--- src/rtl/itl_seq_ctrl.sv ---
`default_nettype none
// ============================================================================
//  Module   : itl_seq_ctrl
//  Brief    : Sequencer for the turbo interleaver/de-interleaver symbol RAM
//             pair and permutation ROM. Per physical block it latches the PB
//             size and ROM table base, writes N symbols at linear addresses
//             (LOAD), issues N read indices 0..N-1 (READ), then drains the
//             fixed RAM/ROM read latency (FLUSH) and pulses done.
//  Options  : define ITL_ABORT_EN to add the i_abort input, which cancels a
//             PB in progress and flags o_err.
//  Revision : 1.0 - initial release
// ============================================================================
module itl_seq_ctrl #(
    parameter int unsigned A_WIDTH   = 12,
    parameter int unsigned N_PB16    = 64,
    parameter int unsigned N_PB136   = 544,
    parameter int unsigned N_PB520   = 2080,
    parameter int unsigned OFS_PB16  = 0,
    parameter int unsigned OFS_PB136 = 64,
    parameter int unsigned OFS_PB520 = 608,
    parameter int unsigned RD_LAT    = 2
) (
    input  logic               clk,
    input  logic               n_rst,
    input  logic               i_start,
    input  logic [1:0]         i_pb_size,
    input  logic               i_in_vld,
    output logic               o_in_ready,
    output logic [A_WIDTH-1:0] o_ram_waddr,
    output logic               o_ram_wen,
    output logic [A_WIDTH-1:0] o_ram_raddr,
    output logic               o_ram_rd_en,
    output logic [A_WIDTH-1:0] o_pb_offset,
    output logic               o_out_vld,
    output logic               o_busy,
    output logic               o_done,
    output logic               o_err
`ifdef ITL_ABORT_EN
    ,
    input  logic               i_abort
`endif
);

    // ------------------------------------------------------------------------
    // Constants
    // ------------------------------------------------------------------------
    localparam logic [A_WIDTH-1:0] c_ONE        = A_WIDTH'(1);
    localparam logic [A_WIDTH-1:0] c_NL_PB16    = A_WIDTH'(N_PB16 - 1);
    localparam logic [A_WIDTH-1:0] c_NL_PB136   = A_WIDTH'(N_PB136 - 1);
    localparam logic [A_WIDTH-1:0] c_NL_PB520   = A_WIDTH'(N_PB520 - 1);
    localparam logic [A_WIDTH-1:0] c_OFS_PB16   = A_WIDTH'(OFS_PB16);
    localparam logic [A_WIDTH-1:0] c_OFS_PB136  = A_WIDTH'(OFS_PB136);
    localparam logic [A_WIDTH-1:0] c_OFS_PB520  = A_WIDTH'(OFS_PB520);
    // FLUSH lasts RD_LAT cycles; done is raised so that it lands on the
    // final out_vld. With a single-cycle latency that happens straight out
    // of READ, otherwise one cycle before the last FLUSH cycle.
    localparam logic [A_WIDTH-1:0] c_FL_LAST    = A_WIDTH'(RD_LAT - 1);
    localparam logic [A_WIDTH-1:0] c_DONE_AT    = A_WIDTH'((RD_LAT >= 2) ? (RD_LAT - 2) : 0);
    localparam logic               c_DONE_IN_RD = (RD_LAT == 1);

    typedef enum logic [1:0] {
        S_IDLE  = 2'd0,
        S_LOAD  = 2'd1,
        S_READ  = 2'd2,
        S_FLUSH = 2'd3
    } state_t;

    // ------------------------------------------------------------------------
    // Registers and wires
    // ------------------------------------------------------------------------
    state_t               r_state;
    logic [A_WIDTH-1:0]   r_cnt;
    logic [A_WIDTH-1:0]   r_n_last;
    logic [A_WIDTH-1:0]   r_pb_offset;
    logic [A_WIDTH-1:0]   r_waddr;
    logic [A_WIDTH-1:0]   r_raddr;
    logic                 r_wen;
    logic                 r_rd_en;
    logic                 r_done;
    logic                 r_err;
    logic [RD_LAT-1:0]    r_vld_sr;

    logic [A_WIDTH-1:0]   w_n_last;
    logic [A_WIDTH-1:0]   w_ofs;
    logic                 w_size_ok;
    logic                 w_abort;

`ifdef ITL_ABORT_EN
    assign w_abort = i_abort && (r_state != S_IDLE);
`else
    assign w_abort = 1'b0;
`endif

    // Decode the requested PB size into last index and ROM table base
    always_comb begin
        w_n_last  = c_NL_PB16;
        w_ofs     = c_OFS_PB16;
        w_size_ok = 1'b1;
        case (i_pb_size)
            2'd0: begin
                w_n_last = c_NL_PB16;
                w_ofs    = c_OFS_PB16;
            end
            2'd1: begin
                w_n_last = c_NL_PB136;
                w_ofs    = c_OFS_PB136;
            end
            2'd2: begin
                w_n_last = c_NL_PB520;
                w_ofs    = c_OFS_PB520;
            end
            default: begin
                w_size_ok = 1'b0;
            end
        endcase
    end

    // Sequencer FSM; all RAM-side strobes and addresses are registered
    always_ff @(posedge clk or negedge n_rst) begin
        if (!n_rst) begin
            r_state     <= S_IDLE;
            r_cnt       <= '0;
            r_n_last    <= '0;
            r_pb_offset <= '0;
            r_waddr     <= '0;
            r_raddr     <= '0;
            r_wen       <= 1'b0;
            r_rd_en     <= 1'b0;
            r_done      <= 1'b0;
            r_err       <= 1'b0;
        end else begin
            r_wen  <= 1'b0;
            r_done <= 1'b0;
            if (w_abort) begin
                r_state <= S_IDLE;
                r_cnt   <= '0;
                r_rd_en <= 1'b0;
                r_err   <= 1'b1;
            end else begin
                case (r_state)
                    S_IDLE: begin
                        if (i_start) begin
                            if (w_size_ok) begin
                                r_n_last    <= w_n_last;
                                r_pb_offset <= w_ofs;
                                r_cnt       <= '0;
                                r_err       <= 1'b0;
                                r_state     <= S_LOAD;
                            end else begin
                                r_err <= 1'b1;
                            end
                        end
                    end
                    S_LOAD: begin
                        if (i_in_vld) begin
                            r_wen   <= 1'b1;
                            r_waddr <= r_cnt;
                            if (r_cnt == r_n_last) begin
                                // First read index is issued the cycle after
                                // the final write handshake.
                                r_cnt   <= '0;
                                r_raddr <= '0;
                                r_rd_en <= 1'b1;
                                r_state <= S_READ;
                            end else begin
                                r_cnt <= r_cnt + c_ONE;
                            end
                        end
                    end
                    S_READ: begin
                        // r_cnt tracks the index currently on o_ram_raddr
                        if (r_cnt == r_n_last) begin
                            r_cnt   <= '0;
                            r_rd_en <= 1'b0;
                            r_state <= S_FLUSH;
                            if (c_DONE_IN_RD) begin
                                r_done <= 1'b1;
                            end
                        end else begin
                            r_cnt   <= r_cnt + c_ONE;
                            r_raddr <= r_cnt + c_ONE;
                            r_rd_en <= 1'b1;
                        end
                    end
                    S_FLUSH: begin
                        if (!c_DONE_IN_RD && (r_cnt == c_DONE_AT)) begin
                            r_done <= 1'b1;
                        end
                        if (r_cnt == c_FL_LAST) begin
                            r_cnt   <= '0;
                            r_state <= S_IDLE;
                        end else begin
                            r_cnt <= r_cnt + c_ONE;
                        end
                    end
                    default: begin
                        r_state <= S_IDLE;
                    end
                endcase
            end
        end
    end

    // Output-valid pipeline: o_ram_rd_en delayed by the RAM/ROM read latency
    generate
        if (RD_LAT == 1) begin : g_vld_lat1
            always_ff @(posedge clk or negedge n_rst) begin
                if (!n_rst) begin
                    r_vld_sr <= '0;
                end else begin
                    r_vld_sr <= w_abort ? 1'b0 : r_rd_en;
                end
            end
        end else begin : g_vld_latn
            always_ff @(posedge clk or negedge n_rst) begin
                if (!n_rst) begin
                    r_vld_sr <= '0;
                end else if (w_abort) begin
                    r_vld_sr <= '0;
                end else begin
                    r_vld_sr <= {r_vld_sr[RD_LAT-2:0], r_rd_en};
                end
            end
        end
    endgenerate

    // ------------------------------------------------------------------------
    // Outputs
    // ------------------------------------------------------------------------
    assign o_in_ready  = (r_state == S_LOAD);
    assign o_busy      = (r_state != S_IDLE);
    assign o_ram_waddr = r_waddr;
    assign o_ram_wen   = r_wen;
    assign o_ram_raddr = r_raddr;
    assign o_ram_rd_en = r_rd_en;
    assign o_pb_offset = r_pb_offset;
    assign o_out_vld   = r_vld_sr[RD_LAT-1];
    assign o_done      = r_done;
    assign o_err       = r_err;

endmodule
`default_nettype wire
--- config.mk ---
export PLATFORM = sky130hd
export DESIGN_NAME = itl_seq_ctrl
export DESIGN_NICKNAME = d
export VERILOG_FILES = /design/src/rtl/itl_seq_ctrl.sv
export SDC_FILE = /design/constraint.sdc
export NUM_CORES = 1
export LEC_CHECK = 0
export ABC_AREA = 1
export CAP_MARGIN = 20
export CORE_MARGIN = 2
export CORE_UTILIZATION = 56
export DETAILED_ROUTE_END_ITERATION = 16
export PLACE_DENSITY_LB_ADDON = 0.15
export SLEW_MARGIN = 40
export SYNTH_ARGS = -nofsm -noshare
export SYNTH_HDL_FRONTEND = slang
export SYNTH_SLANG_ARGS = --single-unit
--- constraint.sdc ---
create_clock -name clk -period 3.25 [get_ports clk]
set_input_delay 0.65 -clock clk [delete_from_list [all_inputs] [get_ports clk]]
set_output_delay 0.65 -clock clk [all_outputs]
set_load 0.005 [all_outputs]
== Yosys cells after proc, flatten, opt, wreduce, memory -nomap -nowiden ==
Cells that the tools add are included.

* Logic and storage cells: 68
* Flip-flop bits (word level): 68
* Output and inout port bits: 43

* Reduce and logical (&&, ||, !) cells: 13
* Equal/unequal tests: 14
* Mux-type cells: 29
* $add $sub $neg: 1

{| class="wikitable"
|+ Operators by type and width
! operator !! number
|-
| 12-bit two-way mux || 8
|-
| 12-bit one-hot mux with 2 select lines || 2
|-
| 12-bit one-hot mux with 4 select lines || 1
|-
| 10-bit one-hot mux with 2 select lines || 1
|-
| 12-bit by 1-bit adder with 12-bit output (second input constant) || 1
|-
| 12-bit by 1-bit equality test with 1-bit output (second input constant) || 1
|-
| 12-bit equality test || 1
|-
| 12-bit zero test || 1
|-
| 2-bit two-way mux || 6
|-
| 2-bit != test (second input constant) || 6
|-
| 1-bit two-way mux || 9
|-
| 3-bit AND reduction || 3
|-
| 2-bit one-hot mux with 4 select lines || 1
|-
| 2-bit equality test (second input constant) || 3
|-
| 6-bit AND reduction || 1
|-
| 2-bit by 1-bit equality test with 1-bit output (second input constant) || 2
|-
| 2-bit zero test || 2
|-
| 2-bit AND reduction || 2
|-
| 4-bit AND reduction || 1
|-
| 2-bit nonzero test || 2
|-
| 3-bit OR reduction || 1
|-
| 2-bit by 1-bit != test with 1-bit output (second input constant) || 1
|-
| 1-bit one-hot mux with 2 select lines || 1
|}

== Logic depth before layout (Yosys ltp) ==
Gate-level depths: netlist (run 1).

* Depth in word-level cells: 6
* Gate-level depth with buffers: 11

== Worst setup path after synthesis (run 1) ==
Ideal clock, no wire load.

* Kind: input to register
* Start: in i_pb_size[0]
* End: reg r_cnt[2]
* Setup time: 0.083 ns
* Setup slack: 1.441 ns
* Stages on the path: 10
* Data arrival time: 1.726 ns
* Path buffers: 0
* Cells stage by stage: ha_1 inv_1 nand2_1 nand2_1 o21ai_1 nor2_1 inv_1 nor3_1 nand2_1 o21ai_0

* Longest elaborated chain between the ends: 5
* Elaborated cells between the ends (all ways): 7
* Classes of those cells: 3 x eq/ne; 1 x mux; 3 x reduce/logical

{| class="wikitable"
|+ Ends and longest elaborated chain
! item !! RTL line !! text
|-
| start: declaration || 26 || <nowiki>input logic [1:0] i_pb_size,</nowiki>
|-
| 2-bit equality test (tied with other cells) || 99 || <nowiki>case (i_pb_size)</nowiki>
|-
| 3-bit OR reduction (no source line) * || -- ||
|-
| 1-bit two-way mux * || 99 ||
|-
| 2-bit != test (no source line) * || -- ||
|-
| 3-bit AND reduction (no source line) * || -- ||
|-
| end signal: assignment || 166 || <nowiki>r_cnt <= r_cnt + c_ONE;</nowiki>
|-
| end signal: assignment || 180 || <nowiki>r_cnt <= r_cnt + c_ONE;</nowiki>
|-
| end signal: assignment || 193 || <nowiki>r_cnt <= r_cnt + c_ONE;</nowiki>
|-
| end: declaration || 72 || <nowiki>logic [A_WIDTH-1:0] r_cnt;</nowiki>
|}

Mark *: on every way between the ends. The rest lies on a longest branch, timed or not.
A chain may end at the register's enable or synchronous reset.

== Worst setup path after layout (run 1) ==
Same ends and word-level chain as after synthesis.

==> impl_results.md, run 1 <==
- Std-Cell Rows: 24
- # diodes: 0
- CTS root buf: clkbuf_8
- Drt wl/cell: 12.9 um
- Synth cell types: 27
- Top post-synthesis cells by count: 109 x nand2_1, 49 x dfrtp_1, 29 x inv_1, 29 x nor2_1, 25 x o21ai_0
- Reg-to-Reg Start: r_state[1]
- Register-to-register setup slack: 1240 ps
- Pin count of the biggest net entering global routing: 50
- Total negative slack: 0 ps
- Postcts setup bufs: 0
- Most numerous cell in the Yosys netlist: nand2_1
- Final wirelength: 5.43 mm
- CP startpoint kind: primary input
- # nets final: around 380
- Ys async rst share: 100%
- Router iterations before antenna repair: 4
- Final Worst Setup Slack: 938 ps
- Pwr Total: about 1900 uW
- Min-Delay Path Class: in2async
- Post-DP HPWL: 4.04 mm
- # hold bufs at CTS: 0
- Worst-Margin Slew: ~630 ps
- Htree depth: 2
- Critical R2R Capture: r_cnt[11]
- Clock Path Buffers: 2
- FF-to-FF path depth: 9
- Gr usage total: a little under a quarter
- Effective utilization at floorplan: between 50 and 60%
- Crit path capture type: flip-flop
- Vias in the first global route: ~2,100
- FILL cells: around 410
- Fin. Hold Viols: 0
- Clk slew on worst S/H paths: approximately 90 ps
- Max Cap Viol: 0
- Mapped cell area: about 2600 um^2
- DRT iter0 DRCs: approximately 110
- Warnings, synthesis: 0
- # IOs: a little under 50
- Share of the synthesized area in the top cell type: a little under half
- Die area: roughly 5200 um^2
- Clock sink total: 49
- Arrival time worst endpoint: about 2500 ps
- Layout cells sized above 1: roughly 6.3%
- Power Density: between 600 and 700 nW/um^2
- Critical Path RT: about 3500 ps
- Routed vias/inst: between 5 and 6
- Maximum VDD drop: ~0.52 mV
- Max FO, Critical Path: 8
- Initial antenna violation count: 0
- Synth area leader: dfrtp_1
- CTS buffer count: 5
- Fin crit period: ~2300 ps
- DRC: 0
- First-pass GRT wire length: roughly 9.3 mm
- Seq cells post-synth: just under 50
- Final Setup Violations: 0
- Core ar.: roughly 4400 um^2
- Clock Skew: ~4 ps
- Main synth FF type: dfrtp_1
- Peak Freq: between 400 and 500 MHz
- CTS tree: done
- Run status: completed
- Final period util: ~70%
- Worst Setup Path Type: in2reg
- GPL Wtd Cong: 0.876
- Sequential area share after synthesis: 46.9%
- Die Ht: about 72 um
- Slew HR: 58.3%
- RSZ-0062 raised after global routing: false
- Total vias in the final route: 2,189
- Finished Core Util: between 60% and 70%
- IO Port Bufs: 39
- Antenna Violating Nets Remaining: 0
- Pleak: roughly 0.0015 uW
- Max-slew violations: 0
- Dpl ws: ~640 ps
- Synth-to-Final Area Change: 16.9%
- Post-synth EDFFs: 0
- Clk Latency, worst-skew pair: about 300 ps
- Cell count after synthesis: 329
- Crit. Startpoint: i_pb_size[0]
- Synth top area cells: dfrtp_1 47%, nand2_1 16%, ha_1 5.3%
- Die width: 72.3 um
- Syn Area/Cell: between 7 and 8 um^2
- GRT overflow: 0
- Post-CTS resize count: 0
registers in the layout, summed over array words and instances (netlist names):
name,flops
o_err,1
r_cnt,12
o_done,1
r_vld_sr,2
o_ram_rd_en,1
r_state,2
o_ram_raddr,12
r_n_last,3
o_ram_waddr,12
o_pb_offset,2
o_ram_wen,1
per-layer routing:
metal	share of wire, %	global-route usage, %	vias to the layer above
met5	0	0	-
li1	-	-	1090
met2	48	36.4	64
met3	5.2	3.75	11
met4	2.5	11.7	0
met1	45	30.6	1024
stage by stage:
stage / std cells / instance area, um^2 / hold slack [ps]
finish: 420 / 3060 / 341
global route: 420 / 3060 / 373
CTS: 420 / 3060 / 361
detailed placement: 412 / 2970 / 340
global placement: 412 / 2970 / 332
floorplan: 337 / 2640 / 331
cell families after synthesis:
| logic type | after synthesis | share of synthesized area (%) |
|---|---|---|
| buffers and inverters | 49 | 9.77 |
| xor gates and xnor gates | 4 | 1.34 |
| AOI/OAI and AO/OA | 31 | 5.94 |
| adders and majority gates | 11 | 5.27 |
| other | 1 | 0.143 |
| and+or+nand+nor | 184 | 30.6 |
| DFF | 49 | 46.9 |
worst max-delay path: stages:
cell and delay [ps]:
clkdlybuf4s50_1 450, ha_1 220, inv_1 50, nand2_1 60, nand2_1 50, o21ai_1 160
nor2_1 330, inv_1 230, nor3_1 190, nand2_1 70, o21ai_0 80
placed cells by master, fill, tap and decap left out:
cell / count
nand2_2: 3
nand2_4: 2
nor3_1: 3
clkdlybuf4s50_1: 38
o21ai_1: 4
clkinvlp_4: 1
inv_1: 29
o21ai_0: 25
xor2_1: 3
dfrtp_1: 49
and2_2: 1
ha_1: 11
inv_2: 2
nand3_1: 24
nor3b_1: 1
clkbuf_8: 5
nor2_1: 29
a21oi_1: 2
conb_1: 9
nor2_4: 1
nand2_1: 109
xnor2_1: 1
nand3_2: 3
nor2_2: 1
clkinv_1: 1
nand4_1: 6
buf_4: 2
clkinv_2: 2
and2_1: 1
area by class of cell:
cell class                      instances  area [um^2]  share of cell area, %
Sequential cell                        49         1230                   40.1
Multi-Input combinational cell        239         1160                   38.0
Timing Repair Buffer                   40          395                   12.9
Inverter                               32          120                   3.93
Clock buffer                            5         68.8                   2.25
Tap cell                               52         65.1                   2.13
Clock inverter                          3         17.5                  0.573
report_power, final:
part | internal, uW | leakage, uW | switching, uW
Combinational | 284 | 0.000779 | 459
Clock | 149 | 0.0000439 | 205
Sequential | 711 | 0.000657 | 73.8
Total | 1140 | 0.00148 | 738
how the worst max path moves through the flow:
stage,end,slack (ps),cells past startpoint
final,r_cnt[2],940,11
after floorplan,r_cnt[2],1440,10
after global placement,r_cnt[2],790,11
after detailed placement,r_cnt[2],640,11
after CTS,o_busy,950,4
after global routing,r_cnt[2],700,11
(Power assumes the default switching activity.)
==> run 2: changes to the inputs <==
--- a/config.mk
+++ b/config.mk
@@ -8,7 +8,7 @@
 export ABC_AREA = 1
 export CAP_MARGIN = 20
 export CORE_MARGIN = 2
-export CORE_UTILIZATION = 56
+export CORE_UTILIZATION = 47
 export DETAILED_ROUTE_END_ITERATION = 16
 export PLACE_DENSITY_LB_ADDON = 0.15
 export SLEW_MARGIN = 40
==> constraint.sdc (replaced) <==
create_clock -name clk -period 2.1 [get_ports clk]
set_input_delay 0.42 -clock clk [delete_from_list [all_inputs] [get_ports clk]]
set_output_delay 0.42 -clock clk [all_outputs]
set_load 0.005 [all_outputs]
==> impl_results.md, run 2 (synthesized netlist as in run 1, its figures left out) <==
- Run status: completed
- Clock Skew: 5.12 ps (+1.05 ps)
- Initial antenna violation count: 0 (unchanged)
- Sw power: 1140 uW (+54%)
- IO Port Bufs: 39 (unchanged)
- Clock Path Buffers: 2 (unchanged)
- DRT iter0 DRCs: 143 (+35%)
- Fin crit period: about 2000 ps
- Final period util: a little over nine tenths
- Clock sink total: 49 (unchanged)
- Switching share of power: 37.8% (-1.4 points)
- Final Setup Violations: 0 (unchanged)
- Worst stage delay on the critical path: 490 ps (+40 ps)
- Most frequent cells in the layout: 109 x nand2_1, 49 x dfrtp_1, 38 x clkdlybuf4s50_1, 29 x nor2_1, 28 x inv_1
- Commonest non-fill, non-tap cell in the layout: nand2_1
- Final non-filler cell total: 448 (+6.7%)
- # IOs: 49 (unchanged)
- Core ar.: 5440 um^2 (+23%)
- DP Area: 3050 um^2 (+2.7%)
- FF-to-FF path depth: 9 (unchanged)
- Dpl ws: 13.1 ps (-624 ps)
- Logic gate share of total power: 40.9% (+1.4 points)
- Power Density: 953 nW/um^2 (+55%)
- Worst Path Buf+Inv: 3 (unchanged)
- Pleak: 0.00153 uW (+3.2%)
- Worst Setup Path Type: reg2out
- Total vias in the final route: 2,172 (-0.78%)
- CTS buffer count: 5 (unchanged)
- Clk Latency, worst-skew pair: 300 ps (about the same)
- Cells after DPL: 438 (+6.3%)
- Fin. Hold Viols: 0 (unchanged)
- Maximum VDD drop: 0.748 mV (+44%)
- Peak Freq: 500 MHz
- Crit path capture type: primary output
- Max-slew violations: 0 (unchanged)
- Clock Power Share: 18.9% (about the same)
- P_int: 1870 uW (+64%)
- Sequential power share: 40.3% (-1.4 points)
- Antenna Violating Nets Remaining: 0 (unchanged)
- Arrival time worst endpoint: 1580 ps (-960 ps)
- Die area: 6170 um^2 (+18%)
- CP startpoint kind: flip-flop
- Drt wl/cell: 12.6 um (-2.8%)
- Die width: 78.6 um (+8.6%)
- CTS tree: done
- Worst-Margin Slew: 601 ps (-24.2 ps)
- Routed vias/inst: 4.85 (-7.0%)
- Std-Cell Rows: 27 (+13%)
- Reg-to-Reg Start: r_cnt[0]
- Final Cell Area: 3160 um^2 (+3.4%)
- Layout cells sized above 1: 8.24% (+2.0 points)
- # nets final: 393 (+2.3%)
- Pin count of the biggest net entering global routing: 27 (-46%)
- # diodes: 0 (unchanged)
- Critical R2R Capture: o_ram_raddr[8]
- GPL Wtd Cong: 0.913 (+4.2%)
- Synth-to-Final Area Change: 20.8%
- Min-Delay Path Class: in2async
- Final Worst Setup Slack: 98.4 ps (-839 ps)
- Total negative slack: 0 ps (unchanged)
- CTS root buf: clkbuf_8
- Vias in the first global route: 2,122 (+2.5%)
- Gr usage total: 20.5% (-2.5 points)
- Router iterations before antenna repair: 4 (unchanged)
- Final wirelength: 5.63 mm (+3.7%)
- Htree depth: 2 (unchanged)
- First-pass GRT wire length: 10.0 mm (+7.8%)
- Slowest CP cell: clkdlybuf4s50_1
- Register-to-register setup slack: 260 ps (-980 ps)
- Die Ht: 78.6 um (+8.6%)
- Max FO, Critical Path: 4 (-4)
- Slew HR: 59.9% (+1.6 points)
- Max Cap Viol: 0 (unchanged)
- Post-DP HPWL: 4.23 mm (+4.8%)
- Effective utilization at floorplan: 48.1% (-11 points)
- DRC: 0 (unchanged)
- Clk slew on worst S/H paths: 90 ps (about the same)
- Cells along the critical path: inv_1 > ha_1 > inv_2 > clkdlybuf4s50_1
- RSZ-0062 raised after global routing: false
- GRT overflow: 0 (unchanged)
- Critical Path RT: 1680 ps (-1800 ps)
- Delay-heaviest family, CP: buffers and inverters
run 2: changes by cell type in the layout (fill, tap and decap cells not counted):
cell,previous run,this run
buf_2,0,1
buf_4,2,9
inv_2,2,3
inv_1,29,28
clkbuf_1,0,1
clkinv_2,2,0
clkbuf_8,5,6
clkinvlp_4,1,0
buf_12,0,1
run 2: per-layer routing:
layer | part of all wire (%) | global-route usage, % | vias to the layer above
met1 | 47 | 27.8 | 1000
met2 | 48 | 34.3 | 54
met4 | 1.3 | 5.79 | 0
li1 | - | - | 1110
met5 | 0 | 0 | -
met3 | 3.5 | 3.22 | 8
run 2: stage by stage:
stage	power, uW	hold slack, ps	util (%)
3_3_place_gp	2400	333	56.1
4_1_cts	2990	138	57.6
5_1_grt	3270	154	58.1
6_report	3010	118	58.1
2_1_floorplan	1990	124	-
3_5_place_dp	2420	341	56.1
run 2: repair_timing:
item | in CTS | in global routing
buffers inserted | 0 | 3
hold buffers | 0 | 0
endpoints found under the setup margin | 0 | 1
resized for setup | 0 | 1
run 2: worst max-delay path by stage:
stage / start / endpoint / slack [ps] / cells past startpoint
floorplan: r_state[1] / r_cnt[11] / 450 / 9
global placement: i_pb_size[0] / r_cnt[8] / 80 / 11
detailed placement: i_pb_size[0] / r_cnt[2] / 10 / 11
CTS: r_state[0] / o_busy / 20 / 4
global route: r_state[1] / o_busy / 2 / 4
finish: r_state[1] / o_busy / 100 / 4
run 2: power by group through the flow:
stage,Sequential (uW),Clock [uW],Combinational (uW)
3_5_place_dp,1240,0,1180
4_1_cts,1220,579,1190
3_3_place_gp,1230,0,1170
2_1_floorplan,1220,0,770
5_1_grt,1240,612,1420
6_report,1210,567,1230
run 2: final cells by class:
cell class | count | area [um^2]
timing repair buffer | 49 | 473
sequential | 49 | 1230
inverter | 32 | 120
fill | 504 | 2280
multi-input combinational | 239 | 1160
clock buffer | 7 | 86.3
tap | 72 | 90.1
==> run 3: changes to the inputs <==
--- a/config.mk
+++ b/config.mk
@@ -7,11 +7,13 @@
 export LEC_CHECK = 0
 export ABC_AREA = 1
 export CAP_MARGIN = 20
-export CORE_MARGIN = 2
+export CORE_MARGIN = 4
 export CORE_UTILIZATION = 47
 export DETAILED_ROUTE_END_ITERATION = 16
 export PLACE_DENSITY_LB_ADDON = 0.15
+export REMOVE_ABC_BUFFERS = 1
 export SLEW_MARGIN = 40
 export SYNTH_ARGS = -nofsm -noshare
 export SYNTH_HDL_FRONTEND = slang
 export SYNTH_SLANG_ARGS = --single-unit
+export TNS_END_PERCENT = 30
==> impl_results.md, run 3 (synthesized netlist as in run 1, its figures left out) <==
- Final wirelength: 5.48 mm (-2.6%)
- Core ar.: 5240 um^2 (-3.7%)
- Pleak: 0.00152 uW (-0.67%)
- Final period util: 95.5% (+0.23 points)
- Cells along the critical path: inv_1 > ha_2 > inv_2 > clkdlybuf4s50_1
- Drt wl/cell: 12.3 um (-1.7%)
- Commonest non-fill, non-tap cell in the layout: nand2_1
- Synth-to-Final Area Change: 20.1%
- Gr usage total: 18.0% (-2.5 points)
- IO Port Bufs: 39 (unchanged)
- Fin crit period: 2010 ps (+4.79 ps)
- CTS tree: done
- Max Cap Viol: 0 (unchanged)
- Die area: 6820 um^2 (+10%)
- Arrival time worst endpoint: 1590 ps (about the same)
- Total vias in the final route: 2,167 (-0.23%)
- Htree depth: 2 (unchanged)
- Clk Latency, worst-skew pair: 300 ps (about the same)
- Clock sink total: 49 (unchanged)
- Peak Freq: 498 MHz (-0.24%)
- Finished Core Util: 59.9% (+1.9 points)
- Initial antenna violation count: 0 (unchanged)
- # IOs: 49 (unchanged)
- Die Ht: 82.6 um (+5.1%)
- Worst Path Buf+Inv: 3 (unchanged)
- Total negative slack: 0 ps (unchanged)
- Min-Delay Path Class: in2async
- Effective utilization at floorplan: 49.9% (+1.8 points)
- Max FO, Critical Path: 4 (unchanged)
- Clock Skew: 8.10 ps (+2.98 ps)
- First-pass GRT wire length: 9.25 mm (-7.8%)
- Clk slew on worst S/H paths: 90 ps (about the same)
- Most frequent cells in the layout: 109 x nand2_1, 49 x dfrtp_1, 38 x clkdlybuf4s50_1, 29 x nor2_1, 28 x inv_1
- Worst Setup Path Type: reg2out
- Fin. Hold Viols: 0 (unchanged)
- Pin count of the biggest net entering global routing: 50 (+85%)
- CTS root buf: clkbuf_8
- # hold bufs at CTS: 0 (unchanged)
- Final Cell Area: 3140 um^2 (-0.63%)
- Vias in the first global route: 2,083 (-1.8%)
- CTS buffer count: 5 (unchanged)
- Maximum VDD drop: 0.732 mV (-2.2%)
- Critical path depth: 4 (unchanged)
- Die width: 82.6 um (+5.1%)
- DRT iter0 DRCs: 106 (-26%)
- Routed vias/inst: 4.88 (+0.67%)
- # diodes: 0 (unchanged)
- Slew HR: 59.0% (-0.88 points)
- RSZ-0062 raised after global routing: false
- Power Density: 963 nW/um^2 (+1.1%)
- Layout cells sized above 1: 8.29% (+0.044 points)
- Clock Path Buffers: 2 (unchanged)
- Final Setup Violations: 0 (unchanged)
- CP startpoint kind: flip-flop
- DRC: 0 (unchanged)
- GRT overflow: 0 (unchanged)
- FF-to-FF path depth: 9 (unchanged)
- Antenna Violating Nets Remaining: 0 (unchanged)
- Max-slew violations: 0 (unchanged)
- GPL Wtd Cong: 0.892 (-2.3%)
- Crit path capture type: primary output
- Slowest CP cell: clkdlybuf4s50_1
- # nets final: 390 (-0.76%)
- Router iterations before antenna repair: 4 (unchanged)
- Critical Path RT: 1680 ps (about the same)
- Run status: completed
- Post-DP HPWL: 4.13 mm (-2.5%)
- Worst stage delay on the critical path: 500 ps (about the same)
- Std-Cell Rows: 26 (-3.7%)
- Cells after DPL: 435 (-0.68%)
- Final non-filler cell total: 444 (-0.89%)
- Delay-heaviest family, CP: buffers and inverters
- DP Area: 3030 um^2 (-0.74%)
- Worst-Margin Slew: 615 ps (+13.2 ps)
run 3: cell count changes in the layout (fill, tap and decap cells not counted), sizes merged:
| cell | before | now |
|---|---|---|
| buf | 11 | 8 |
| clkinv | 1 | 2 |
run 3: path summary, 6_finish.rpt:
kind / start / end / slack (ps)
worst max-delay path: r_state[1] / o_busy / 90
max in group asynchronous: n_rst / o_pb_offset[6] / 1480
worst min-delay path: n_rst / r_cnt[8] / 210
worst max register to register: r_cnt[0] / o_ram_raddr[8] / 310
worst min register to register: r_vld_sr[0] / r_vld_sr[1] / 380
min in group clk: r_vld_sr[0] / r_vld_sr[1] / 380
run 3: repair_timing:
| action | CTS | global route |
|---|---|---|
| buffers inserted | 1 | 0 |
| resized for setup | 0 | 2 |
| pin swaps | 0 | 0 |
| endpoints found under the hold margin | 0 | 0 |
| setup endpoints to repair | 1 | 1 |
run 3: power breakdown:
| part | internal, uW | total [uW] | switching, uW |
|---|---|---|---|
| Combinational | 489 | 1200 | 711 |
| Clock | 298 | 610 | 312 |
| Sequential | 1100 | 1210 | 111 |
run 3: layer usage:
metal | track usage (%) | up-vias | wire length (um)
met2 | 29.2 | 56 | 2630
met4 | 8.50 | 0 | 137
li1 | - | 1096 | -
met5 | 0 | - | 0
met3 | 4.01 | 13 | 226
met1 | 22.9 | 1002 | 2490
run 3: per-stage QoR:
stage / setup slack (ps) / hold WS (ps) / power (uW)
global route: 2.75 / 257 / 3270
floorplan: 369 / 124 / 1880
finish: 93.6 / 210 / 3020
detailed placement: 4.42 / 371 / 2420
CTS: 7.30 / 227 / 3050
global placement: 70.4 / 333 / 2400
run 3: cell type report:
cell class / count / area (um^2)
clock buffers: 7 / 96.3
well taps: 70 / 87.6
repair buffers: 46 / 438
clock inverters: 1 / 5.00
flip-flops and latches: 49 / 1230
multi-input cells: 239 / 1160
fillers: 501 / 2100
inverters: 32 / 120
run 3: worst register-to-register path: cells and delay by family, from the launching register on:
kind	cells	cell delay (ps)
adder cells (fa/ha/maj)	1	280
flip-flops	1	530
AO/OA/AOI/OAI	1	140
AND/OR/NAND/NOR	7	780
==> variant 1, RTL diff (flow settings as in run 2) <==
The 4 states of `state_t` get a one-hot encoding in 4 bits.
--- a/src/rtl/itl_seq_ctrl.sv
+++ b/src/rtl/itl_seq_ctrl.sv
@@ -58,11 +58,11 @@
     localparam logic [A_WIDTH-1:0] c_DONE_AT    = A_WIDTH'((RD_LAT >= 2) ? (RD_LAT - 2) : 0);
     localparam logic               c_DONE_IN_RD = (RD_LAT == 1);
 
-    typedef enum logic [1:0] {
-        S_IDLE  = 2'd0,
-        S_LOAD  = 2'd1,
-        S_READ  = 2'd2,
-        S_FLUSH = 2'd3
+    typedef enum logic [3:0] {
+        S_IDLE  = 4'b0001,
+        S_LOAD  = 4'b0010,
+        S_READ  = 4'b0100,
+        S_FLUSH = 4'b1000
     } state_t;
 
     // ------------------------------------------------------------------------
Behaviour: same outputs for any inputs over 4 cycles, from zero or initial values and one cycle with n_rst low; so few cycles prove little.
==> variant 1 against run 2 <==
  * Core utilization rose by 2.3 points
  * Design area fell by 0.55%
  * Wire length fell by 4.0%
  * Setup slack improved by 0.0067 ns
  * Synthesized area fell by 1.5%
  * Maximum frequency rose by 0.33%
  * Sequential cell count rose by 2
  * Critical path type unchanged
  * Critical endpoint is now o_in_ready
Power is not compared: it rests on default switching activity, and its combinational part moved more than twofold at a synthesized area within 25%.
==> variant 1: results (changes against run 2) <==
* Status: finished clean
* R2R cell count at 10 (+1)
* Mapped Cells at 304 (-7.6%)
* Worst R2R End: r_cnt[0]
* Crit share post-route at 95.0% (-0.32 points)
* DP HPWL at 4.15 mm (-2.0%)
* Signal buffers at 45 (-8.2%)
* Comb_multi_in at 207 (-13%)
* Clock network contribution to total cell area at 3.51% (+0.77 points)
* DR WL/cell at 12.9 µm (+2.4%)
* Die X at 78 µm (-0.73%)
* Worst slack, placed at 0.0562 ns (+0.0432 ns)
* Synthesized-area fraction occupied by adder cells at 2.92% (-2.3 points)
* Non-clock buffer share at 14.2% (-0.79 points)
* DR vias at 2025 (-6.8%)
* Filler instances at 485 (-3.8%)
* Net count, final at 361 (-8.1%)
* Commonest cells post-synth: nand2_1, dfrtp_1, inv_1
* Synth top area cells: dfrtp_1, nand2_1, inv_1, o21ai_0, nand2_2
* Multi-input gate area at 1070 µm² (-7.6%)
* XOR/XNOR Fraction of Synth Area at 2.72% (+1.4 points)
* First-pass GRT wire length at 9.13 mm (-9.0%)
* CP startpoint: r_state[2]
* Worst reg2reg path startpoint: r_cnt[6]
* Final GP Congestion at 0.853 (-6.6%)
* Share of layout cells above drive strength 1 at 12.9% (+4.6 points)
* Initial DRC Count at 134 (-6.3%)
* Crit Path Max Fanout at 3 (-1)
* Crit path capture: o_in_ready
* Placed cell area at 3020 µm² (-1.1%)
* Number of clock buffers in the layout at 6 (-1)
* Layout Skew at 0.0118 ns (+0.00667 ns)
* Hold slack at 0.0815 ns (-0.0363 ns)
* Sequential fraction of the synthesis area at 49.6% (+2.7 points)
* Total Routing Usage GR at 19.0% (-1.6 points)
* Register area at 1280 µm² (+4.2%)
* Final non-filler cell total at 420 (-6.3%)
[variant 1: cell count changes after synthesis, moves of 3 or more]
cell,change
ha_1,-5
xor2_1,+3
nor2_1,-14
o21ai_1,-4
buf_6,-4
inv_1,+9
nand4_1,+4
nand2_2,+13
nand3_1,-7
nand2_1,-19
[variant 1: metal layers]
| layer | vias to the layer above | GRT usage (%) | share of wire, % |
|---|---|---|---|
| li1 | 1019 | - | - |
| met1 | 967 | 24.3 | 45 |
| met2 | 35 | 33.2 | 51 |
| met3 | 4 | 3.49 | 2.9 |
| met4 | 0 | 4.56 | 0.74 |
| met5 | - | 0 | 0 |
[variant 1: stage by stage]
step,utilization (%),total power [mW]
floorplan,-,1.55
finish,60.3,2.50
detailed placement,57.9,1.84
global route,60.3,2.64
global placement,57.9,1.82
CTS,60.0,2.52
[variant 1: power by group]
| group | switching [mW] | internal [mW] |
|---|---|---|
| clock | 0.329 | 0.356 |
| combinational | 0.310 | 0.276 |
| sequential | 0.119 | 1.11 |
==> variant 2, RTL diff (settings of run 2) <==
Made on the original files. The parameter `A_WIDTH` goes from 12 to 14.
--- a/src/rtl/itl_seq_ctrl.sv
+++ b/src/rtl/itl_seq_ctrl.sv
@@ -11,7 +11,7 @@
 //  Revision : 1.0 - initial release
 // ============================================================================
 module itl_seq_ctrl #(
-    parameter int unsigned A_WIDTH   = 12,
+    parameter int unsigned A_WIDTH   = 14,
     parameter int unsigned N_PB16    = 64,
     parameter int unsigned N_PB136   = 544,
     parameter int unsigned N_PB520   = 2080,
Interface: changed (resized o_pb_offset, o_ram_raddr and o_ram_waddr); port bits go from 49 to 55. No check against the original RTL was run, so the function may have changed too.
==> variant 2 against run 2 <==
  * Sequential cell count up 6
  * Setup slack worse by 0.041 ns
  * Maximum frequency down 2.0%
  * Count of clock-buffer cells in the layout down 2
  * Via count up 14%
  * Design area up 12%
  * Power up 7.8%
  * Wire length up 20%
  * Synthesized area up 13%
  * Clock skew about the same
  * Largest cell class unchanged
  * Sequential share of layout area down 0.081 points
  * Critical path depth unchanged
  * Highest routed layer unchanged
==> variant 2: results (changes against run 2) <==
* Status: finished clean
* P_seq at 1.31 mW (+8%)
* Sw Share at 39.4% (+1.6 points)
* Worst EP arrival at 1.62 ns (+0.04 ns)
* Ant. Diodes at 0 (unchanged)
* Pleak at 1.81 nW (+19%)
* R2r setup slk at 0.25 ns
* Syn_area_per_cell at 7.77 µm² (-2.2%)
* Hold slack at 0.0405 ns (-0.0773 ns)
* Initial DRC Count at 263 (+84%)
* CTS max path bufs at 2 (unchanged)
* Largest net degree at the start of global routing at 38 (+41%)
* DP HPWL at 5.12 mm (+21%)
* Final non-filler cell total at 505 (+13%)
* Commonest cells post-synth: nand2_1, dfrtp_1, inv_1, nand3_1, nor2_1
* Post-CTS Resized at 0 (unchanged)
* VDD IR-drop max at 0.872 mV (+17%)
* Sequential fraction of the synthesis area at 46.4% (-0.52 points)
* Total Routing Usage GR at 20.5% (-0.084 points)
* Comb pwr at 1.34 mW (+9%)
* Share of layout cells above drive strength 1 at 9.53% (+1.3 points)
* Seq pwr share at 40.4% (about the same)
* Async SR Flop Fraction at 100% (unchanged)
* R2R cell count at 8 (-1)
* Synth top area cells: dfrtp_1, nand2_1, nand3_1, inv_1, ha_1
* Worst reg2reg path startpoint: r_cnt[6]
* CP startpoint: r_state[1]
* Setup_tns at 0 ns (unchanged)
* PortBufs at 43 (+10%)
* Tightest Pin Transition at 0.524 ns (-0.0770 ns)
* DR WL/cell at 13.4 µm (+6.9%)
* Worst slack, placed at -0.138 ns (-0.151 ns)
* CP peak stage delay at 0.51 ns (+0.02 ns)
* CP top delay family: buffers and inverters
* Net count, final at 446 (+13%)
* Root buffer cell: clkbuf_8
* Clock-pin slew on the worst setup and hold paths at 0.10 ns
* First-pass GRT wire length at 11.4 mm (+14%)
* Worst R2R End: r_cnt[9]
* Placed cell area at 3440 µm² (+13%)
* Count of different cell masters after synthesis at 29 (+7.4%)
* Synth Warn # at 0 (unchanged)
* Vias in the first global route at 2309 (+8.8%)
* Skew-Pair Late Insertion Delay at 0.32 ns (+0.02 ns)
* Min-delay worst type: input port to async pin
* # placed instances at 494 (+13%)
* Layout Skew at 0.00517 ns (+0.0000527 ns)
* Final GP Congestion at 0.852 (-6.7%)
* DR vias at 2475 (+14%)
==> variant 2: changes by cell type after synthesis, moves of 5 or more <==
cell     change
dfrtp_1      +6
inv_1        +8
nand2_1     +10
nand2_2     +10
nand3_1     +13
nor2_1       +5
==> variant 2: repair_timing <==
item                                    CTS  global route
endpoints found under the setup margin    1             1
hold buffers                              0             0
setup buffers                             1             2
==> variant 2: metal layers <==
metal,vias up,GRT usage [%],wire length [µm]
li1,1266,-,-
met1,1141,28.4,3110
met2,61,33.7,3270
met3,7,3.18,309
met4,0,5.28,85
met5,-,0,0
==> variant 2: worst max path at each step <==
| stage | to | cells after the start | slack, ns |
|---|---|---|---|
| 2_1_floorplan | r_cnt[9] | 8 | 0.51 |
| 3_3_place_gp | r_cnt[1] | 9 | -0.12 |
| 3_5_place_dp | r_cnt[9] | 9 | -0.14 |
| 4_1_cts | o_busy | 4 | 0.004 |
| 5_1_grt | o_busy | 4 | 0.02 |
| 6_report | o_busy | 4 | 0.06 |
==> variant 2: final cells by class <==
type | count | area [µm²]
Multi-Input combinational cell | 274 | 1330
Clock inverter | 3 | 20.0
Timing Repair Buffer | 53 | 513
Fill cell | 580 | 2470
Clock buffer | 5 | 68.8
Inverter | 40 | 150
Tap cell | 75 | 93.8
Sequential cell | 55 | 1380
==> variant 2: kinds of logic (layout without fill, tap and decap cells) <==
| logic type | count (synthesis) | count (layout) | synth area share (%) |
|---|---|---|---|
| and+or+nand+nor | 217 | 217 | 31.8 |
| buffers and inverters | 63 | 101 | 10.1 |
| DFF | 55 | 55 | 46.4 |
| AOI/OAI and AO/OA | 30 | 30 | 5.44 |
| adders and majority gates | 11 | 11 | 4.64 |
| xor gates and xnor gates | 5 | 5 | 1.48 |
| other | 1 | 11 | 0.126 |
